===== config.mk =====
export PLATFORM = sky130hd
export DESIGN_NAME = cpsr_writeback
export DESIGN_NICKNAME = d
export VERILOG_FILES = /design/src/rtl/cpsr_writeback_pkg.sv /design/src/rtl/cpsr_writeback_cond_eval.sv /design/src/rtl/cpsr_writeback.sv
export SDC_FILE = /design/constraint.sdc
export NUM_CORES = 1
export LEC_CHECK = 0
export CAP_MARGIN = 25
export CORE_ASPECT_RATIO = 1.5
export CORE_MARGIN = 4
export CORE_UTILIZATION = 43
export DETAILED_ROUTE_END_ITERATION = 8
export DONT_BUFFER_PORTS = 1
export GPL_TIMING_DRIVEN = 0
export SLEW_MARGIN = 5
export SYNTH_ARGS = -nofsm -noshare
export SYNTH_HDL_FRONTEND = slang
export SYNTH_SLANG_ARGS = --single-unit

===== constraint.sdc =====
create_clock -name clk -period 3.35 [get_ports clk]
set_input_delay 0.335 -clock clk [delete_from_list [all_inputs] [get_ports clk]]
set_output_delay 0.335 -clock clk [all_outputs]
set_load 0.03 [all_outputs]

===== src/rtl/cpsr_writeback_pkg.sv =====
// Shared definitions for the writeback/commit block: CPSR flag positions,
// condition-code encodings and the writeback queue entry layout.
package cpsr_writeback_pkg;

  localparam int WB_DATA_W     = 32;
  localparam int WB_REG_ADDR_W = 4;

  localparam int CPSR_N = 31;
  localparam int CPSR_Z = 30;
  localparam int CPSR_C = 29;
  localparam int CPSR_V = 28;

  typedef enum logic [3:0] {
    COND_EQ = 4'd0,
    COND_NE = 4'd1,
    COND_CS = 4'd2,
    COND_CC = 4'd3,
    COND_MI = 4'd4,
    COND_PL = 4'd5,
    COND_VS = 4'd6,
    COND_VC = 4'd7,
    COND_HI = 4'd8,
    COND_LS = 4'd9,
    COND_GE = 4'd10,
    COND_LT = 4'd11,
    COND_GT = 4'd12,
    COND_LE = 4'd13,
    COND_AL = 4'd14,
    COND_NV = 4'd15
  } cond_e;

  // flags holds CPSR[31:28] in the same order (N,Z,C,V from MSB).
  typedef struct packed {
    logic [WB_DATA_W-1:0]     result;
    logic [3:0]               flags;
    logic [WB_REG_ADDR_W-1:0] dst;
    logic                     rf_we;
    logic                     flag_we;
  } wb_entry_t;

endpackage


===== src/rtl/cpsr_writeback_cond_eval.sv =====
// Combinational condition-code evaluator over the N,Z,C,V nibble.
// Shared between the commit stage and branch decode.
module cpsr_writeback_cond_eval
  import cpsr_writeback_pkg::*;
(
  input  logic [3:0] cond_code,
  input  logic [3:0] flags,
  output logic       pass
);

  logic n, z, c, v;

  assign n = flags[CPSR_N - CPSR_V];
  assign z = flags[CPSR_Z - CPSR_V];
  assign c = flags[CPSR_C - CPSR_V];
  assign v = flags[0];

  always_comb begin
    pass = 1'b0;
    case (cond_e'(cond_code))
      COND_EQ: pass = z;
      COND_NE: pass = !z;
      COND_CS: pass = c;
      COND_CC: pass = !c;
      COND_MI: pass = n;
      COND_PL: pass = !n;
      COND_VS: pass = v;
      COND_VC: pass = !v;
      COND_HI: pass = c & !z;
      COND_LS: pass = !c | z;
      COND_GE: pass = (n == v);
      COND_LT: pass = (n != v);
      COND_GT: pass = !z & (n == v);
      COND_LE: pass = z | (n != v);
      COND_AL: pass = 1'b1;
      COND_NV: pass = 1'b0;
    endcase
  end

endmodule


===== src/rtl/cpsr_writeback.sv =====
// Writeback/commit stage: in-order queue of ALU results and candidate flags,
// drained to the register-file write port and the architectural CPSR.
module cpsr_writeback
  import cpsr_writeback_pkg::*;
#(
  parameter int DATA_W     = WB_DATA_W,
  parameter int REG_ADDR_W = WB_REG_ADDR_W,
  parameter int DEPTH      = 2
) (
  input  logic                  clk,
  input  logic                  rst,
  input  logic                  in_valid,
  output logic                  in_ready,
  input  logic [DATA_W:0]       in_result,
  input  logic [31:0]           in_cpsr_val,
  input  logic [REG_ADDR_W-1:0] in_dst,
  input  logic                  in_rf_we,
  input  logic                  in_flag_we,
  output logic                  rf_wr_en,
  output logic [REG_ADDR_W-1:0] rf_wr_addr,
  output logic [DATA_W-1:0]     rf_wr_data,
  input  logic                  rf_wr_ready,
  output logic [31:0]           cpsr_q,
  output logic                  flags_pending,
  input  logic [3:0]            cond_code,
  output logic                  cond_pass
);

  localparam int PTR_W = $clog2(DEPTH);
  localparam int CNT_W = $clog2(DEPTH + 1);

  wb_entry_t        mem [DEPTH];
  wb_entry_t        head;
  wb_entry_t        in_entry;
  logic [PTR_W-1:0] rd_ptr, wr_ptr;
  logic [CNT_W-1:0] count;
  logic [3:0]       flags_q;
  logic             empty, push, commit;
  logic             unused_bits;

  // Carry-out and the non-flag CPSR bits are deliberately dropped.
  assign unused_bits = ^{in_result[DATA_W], in_cpsr_val[CPSR_V-1:0]};

  assign in_entry = '{result:  in_result[DATA_W-1:0],
                      flags:   in_cpsr_val[CPSR_N:CPSR_V],
                      dst:     in_dst,
                      rf_we:   in_rf_we,
                      flag_we: in_flag_we};

  assign head     = mem[rd_ptr];
  assign empty    = (count == '0);
  assign in_ready = (count != CNT_W'(DEPTH));
  assign push     = in_valid & in_ready;
  assign commit   = !empty & (!head.rf_we | rf_wr_ready);

  // Reset gates the strobe so a queued entry never writes during the reset cycle.
  assign rf_wr_en   = !rst & !empty & head.rf_we;
  assign rf_wr_addr = empty ? '0 : head.dst;
  assign rf_wr_data = empty ? '0 : head.result;
  assign cpsr_q     = {flags_q, 28'h0};

  always_comb begin
    flags_pending = 1'b0;
    for (int i = 0; i < DEPTH; i++) begin
      if ((CNT_W'(i) < count) && mem[rd_ptr + PTR_W'(i)].flag_we) begin
        flags_pending = 1'b1;
      end
    end
  end

  always_ff @(posedge clk) begin
    if (push) begin
      mem[wr_ptr] <= in_entry;
    end
  end

  always_ff @(posedge clk) begin
    if (rst) begin
      rd_ptr  <= '0;
      wr_ptr  <= '0;
      count   <= '0;
      flags_q <= 4'h0;
    end else begin
      if (push) begin
        wr_ptr <= wr_ptr + 1'b1;
      end
      if (commit) begin
        rd_ptr <= rd_ptr + 1'b1;
        if (head.flag_we) begin
          flags_q <= head.flags;
        end
      end
      case ({push, commit})
        2'b10:   count <= count + 1'b1;
        2'b01:   count <= count - 1'b1;
        default: count <= count;
      endcase
    end
  end

  cpsr_writeback_cond_eval u_cond_eval (
    .cond_code (cond_code),
    .flags     (flags_q),
    .pass      (cond_pass)
  );

endmodule

# [Word-level counts from Yosys, hierarchy flattened]
# Memories as Yosys holds them, arrays and structs flattened. A register that Yosys moved wholly into a read port is not among the register bits.
# Cells that the tools add are included.
[op_classes] n_addsub=4 order_cmp=2 eq_ne=20 muxes=10 bitwise_logic=9 reduce_logical=13
[op_table] cell="4-bit == test, second input constant" count=8
[op_table] cell="32-bit two-way mux" count=1
[op_table] cell="4-bit by 3-bit == test with 1-bit output, second input constant" count=4
[op_table] cell="1-bit case mux with 16 select lines" count=1
[op_table] cell="4-bit by 2-bit == test with 1-bit output, second input constant" count=2
[op_table] cell="1-bit zero test" count=7
[op_table] cell="1-bit bitwise AND" count=6
[op_table] cell="1-bit two-way mux" count=6
[op_table] cell="4-bit by 1-bit == test with 1-bit output, second input constant" count=1
[op_table] cell="4-bit zero test" count=1
[op_table] cell="1-bit by 2-bit < comparator with 1-bit output, first input constant" count=2
[op_table] cell="4-bit two-way mux" count=1
[op_table] cell="2-bit case mux with 2 select lines" count=1
[op_table] cell="1-bit bitwise OR" count=3
[op_table] cell="1-bit adder, second input constant" count=2
[op_table] cell="2-bit by 1-bit adder with 2-bit output, second input constant" count=1
[op_table] cell="2-bit by 1-bit == test with 1-bit output, second input constant" count=1
[op_table] cell="2-bit == test, second input constant" count=1
[op_table] cell="1-bit logical AND" count=2
[op_table] cell="2-bit zero test" count=1
[op_table] cell="2-bit inequality test, second input constant" count=1
[op_table] cell="2-bit AND reduction" count=1
[op_table] cell="2-bit nonzero test" count=1
[op_table] cell="2-bit by 1-bit subtractor with 2-bit output, second input constant" count=1
[op_table] cell="other kinds (2)" count=2
[totals] reg_bits=8 ramBits=84 in_bits=79 out_inout_bits=72 mem_count=1
[memory_table] name="mem" words=2 width=42 read_ports=2 rd_ports_with_merged_regs=1 wr=1 line="cpsr_writeback.sv:32" source="wb_entry_t mem [DEPTH];"

# [Longest topological paths before layout]
[logic_depth] depth_word=5 depth_mapped=8 ltp_nobuf=8

# [Modules after synthesis]
# A second synthesis with hierarchy kept.
[unflattened] hier_cells=272 area_unflattened_um2=3990.1
[by_module_without_submodules] module="cpsr_writeback" instances=1 cells_per_inst=249 area_per_inst_um2=3834.9 seq_area_each_um2=2702.6
[by_module_without_submodules] module="cpsr_writeback_cond_eval" instances=1 cells_per_inst=23 area_per_inst_um2=155.1 seq_area_each_um2=0.0

# [Least setup slack after synthesis]
# No wires, ideal clock.
[synth_path] kind="flip-flop to flip-flop" start="register count[0]" end="memory mem[0][0] in the netlist's numbering, enable pin" t_arrival_ns=2.755 path_slack_ns=0.154 path_stages_with_launch=6 path_buffers=0 synth_period_minus_slack_ns=3.196 path_cell_list="dfxtp_1 -> inv_1 -> ha_1 -> inv_1 -> nand2_1 -> nor2_1"
[synth_between] elab_chain_cells=4
[synth_rtl] item="start, declared" line="cpsr_writeback.sv:36" source="logic [CNT_W-1:0] count;"
[synth_rtl] item="start signal, assigned" line="cpsr_writeback.sv:94" source="2'b10: count <= count + 1'b1;"
[synth_rtl] item="start signal, assigned" line="cpsr_writeback.sv:95" source="2'b01: count <= count - 1'b1;"
[synth_rtl] item="start signal, assigned" line="cpsr_writeback.sv:96" source="default: count <= count;"
[synth_rtl] item="2-bit inequality test" line="cpsr_writeback.sv:52" source="assign in_ready = (count != CNT_W'(DEPTH));"
[synth_rtl] item="via in_ready" line="cpsr_writeback.sv:13" source="output logic in_ready,"
[synth_rtl] item="1-bit bitwise AND" line="cpsr_writeback.sv:53" source="assign push = in_valid & in_ready;"
[synth_rtl] item="1-bit two-way mux" line="cpsr_writeback.sv:72" source="if (push) begin"
[synth_rtl] item="1-bit two-way mux (implied by the code)" line="cpsr_writeback.sv:73" source="mem[wr_ptr] <= in_entry;"
[synth_rtl] item="end, declared" line="cpsr_writeback.sv:32"
# The timed path passes the listed nets, and every way through them passes these cells.

# [Final worst setup path]
[layout_path] start="register count[0]" end="output rf_wr_en"
[layout_between] elab_chain_cells=4
[layout_rtl] item="2-bit zero test" line="cpsr_writeback.sv:51" source="assign empty = (count == '0);"
[layout_rtl] item="1-bit zero test" line="cpsr_writeback.sv:57" source="assign rf_wr_en = !rst & !empty & head.rf_we;"
[layout_rtl] item="1-bit bitwise AND (2 in series)" line="cpsr_writeback.sv:57"
[layout_rtl] item="end, declared" line="cpsr_writeback.sv:19" source="output logic rf_wr_en,"
# No other way between the ends.

==> results.py <==
metrics = {
    "run_status": {
        "status": "complete, no violations",
    },
    "floorplanning": {
        "initial_core_util": 0.445,
        "rows": 42,
        "io_pins": 151,
        "die_area_um2": 10800,
        "die_y_um": 125,
        "chipWidth_um": 86.3,
        "coreArea_um2": 8880,
    },
    "cells_and_area": {
        "nets": 396,
        "final_common_cell": "edfxtp_1",
        "most-common-layout-cells": "edfxtp_1 (84), nor2_1 (47), mux2i_1 (44), buf_4 (28), conb_1 (28)",
        "diodes": 0,
        "drive_above_1_share": 0.167,
        "stdcell_count": 428,
        "area_delta_synth_final_pct": 14.2,
    },
    "timing": {
        "relSlewSlack": 0.274,
        "fmax_mhz": 388,
        "tightest_slew_ps": 1090,
        "finalSetupViolations": 0,
        "finalHoldViolations": 0,
        "clock_skew_ps": 5.05,
        "fin_crit_ps": 2580,
        "drv_slew": 0,
        "layout_worst_path_cycle_share": 0.769,
        "rsz0062_at_grt": "false",
    },
    "clock_tree": {
        "cts.reportedPaths.clkPinSlew_ps": 70,
        "post-cts-setup-buffer-count": 0,
        "post_cts_resized": 0,
        "numCtsBuffers": 9,
        "clockBufferDepth": 2,
        "ctsHoldBuffers": 0,
        "clock_sinks": 93,
        "ctsRootBufferMaster": "clkbuf_16",
        "cts_max_level": 3,
        "clk_latency_ps": 330,
        "cts_tree": "yes",
    },
    "pwr": {
        "powerDensity_nw_per_um2": 866,
        "vdd_drop_max_v": 0.000415,
        "total_power_mw": 3.91,
        "power_leakage_nw": 1.67,
    },
    "routing": {
        "wl_per_cell_um": 16.5,
        "finalWirelength_um": 7060,
        "num_vias": 2073,
        "drt_iter0_drc": 89,
        "vias_per_cell": 4.84,
        "antenna_left": 0,
        "dr.pass1.iters": 4,
        "remaining_drc_errors": 0,
    },
    "critical_path": {
        "required_ps": 3010,
        "path_class": "reg2out",
        "rr_endpoint": "mem[0][36]$_DFFE_PP_",
        "critPathCaptureType": "output pin",
        "crit_fanout": 10,
        "crit_family": "simple AND/OR/NAND/NOR gates",
        "worstPathArrival_ps": 2240,
        "critPathBufInv": 2,
        "reg2reg_from": "count[0]$_SDFFE_PP0P_",
        "path_cells": "inv_1 -> ha_1 -> clkbuf_1 -> nor3b_1",
        "slowest_delay_ps": 900,
        "reg2regPathDepth": 6,
        "r2r_setup_slack_ps": 1140,
        "crit_path_start_kind": "flip-flop",
        "cp_slowest_cell": "nor3b_1",
    },
    "place": {
        "gp_congestion": 0.731,
        "dp_hpwl_um": 5030,
        "port_buffers": 0,
        "placedCellCount": 412,
    },
    "logic_synthesis": {
        "synth_top_family_by_area": "multiplexers",
        "synth_edf_count": 84,
        "synth_xor_area_frac": 0.0133,
        "synth_warnings": 0,
        "synth_compound_area_frac": 0.0370,
        "avgSynthCellArea_um2": 14.5,
        "synthAdderAreaFrac": 0.0127,
        "synth.ff_latch_count": 93,
        "synthMuxAreaShare": 0.115,
        "synth_area_um2": 3950,
        "synth_cell_types": 30,
        "async_flop_share": 0,
        "synth_flop_cell": "edfxtp_1",
        "yosysSeqAreaShare": 0.684,
        "netlist_instances": 273,
        "synth-simple-area-share": 0.0639,
    },
    "worst_hold_path": {
        "hold-path-cell-count": 0,
        "min-delay-start": "in_result[0]",
        "min_to": "mem[0][10]$_DFFE_PP_",
        "holdCritPathClass": "in2reg",
    },
    "global_routing": {
        "overflow": 0,
        "grt_max_degree": 27,
        "grt_pass1_wl_um": 10800,
        "antenna_found_initial": 0,
        "track_usage": 0.133,
        "grt_pass1_vias": 2093,
    },
    "job": {
        "drv_cap": 0,
    },
}
[state kept, by name, summed over array words and instances (netlist names), named ones only]
register and count:
mem 84, count 2, flags_q 4, rd_ptr 1, wr_ptr 1
[synthesized netlist by cell type, drive strengths merged, types with 2 or more instances]
| cell | n | area [µm²] |
|---|---|---|
| o21a | 2 | 15.0 |
| ha | 4 | 50.1 |
| clkbuf | 7 | 26.3 |
| inv | 5 | 18.8 |
| nor2b | 5 | 31.3 |
| nand2 | 2 | 7.51 |
| nor3b | 3 | 22.5 |
| mux2i | 44 | 440 |
| nor2 | 48 | 180 |
| edfxtp | 84 | 2520 |
| o32ai | 2 | 17.5 |
| a211oi | 6 | 57.6 |
| dfxtp | 9 | 180 |
| buf | 34 | 245 |
| xor2 | 5 | 43.8 |
| a21oi | 3 | 15.0 |
[metrics by stage]
step / hold slack, ps / utilization / TNS [ps] / setup slack, ps / cell area, µm²
after CTS: 81.2 / 0.509 / 0 / 681 / 4520
after floorplan: 434 / - / 0 / 154 / 4060
after global routing: 71.3 / 0.509 / 0 / 574 / 4520
after detailed placement: 434 / 0.478 / 0 / 1040 / 4250
after global placement: 434 / 0.472 / -43090 / -1030 / 4190
final: 91.3 / 0.509 / 0 / 774 / 4520
[worst max path at each step]
stage	slack [ps]	to	start	cells past startpoint
after floorplan	150	mem[0][0]$_DFFE_PP_	count[0]$_SDFFE_PP0P_	5
after global placement	-1030	mem[0][30]$_DFFE_PP_	count[0]$_SDFFE_PP0P_	5
after detailed placement	1040	rf_wr_data[24]	count[1]$_SDFFE_PP0P_	5
after CTS	680	rf_wr_data[24]	count[1]$_SDFFE_PP0P_	5
after global routing	570	rf_wr_data[24]	count[1]$_SDFFE_PP0P_	5
final	770	rf_wr_en	count[0]$_SDFFE_PP0P_	4
[cells by family after synthesis]
kind of cell | after synthesis
compound gates | 18
xor+xnor | 6
fa+ha+maj | 4
buf+inv | 46
flops | 93
mux | 45
other cells | 1
simple gates | 60
[power breakdown]
group          internal [mW]  leakage, nW  switching (mW)
combinational          0.392        0.680            1.04
clock                  0.497        0.130           0.401
sequential              1.48        0.857          0.0989
[final cells by class]
cell class	count	area (µm²)
multi-input combinational	161	1070
clock inverter	7	42.5
timing repair buffer	2	47.5
buffer	41	272
inverter	5	18.8
clock buffer	9	225
sequential	93	2700
fill	784	4360
tap	110	138
[layer usage]
metal	routed length (µm)	global-route usage
met1	2500	0.134
met2	3870	0.242
met3	594	0.0573
met4	99	0.0440
met5	0	0
(Power assumes the default switching activity.)
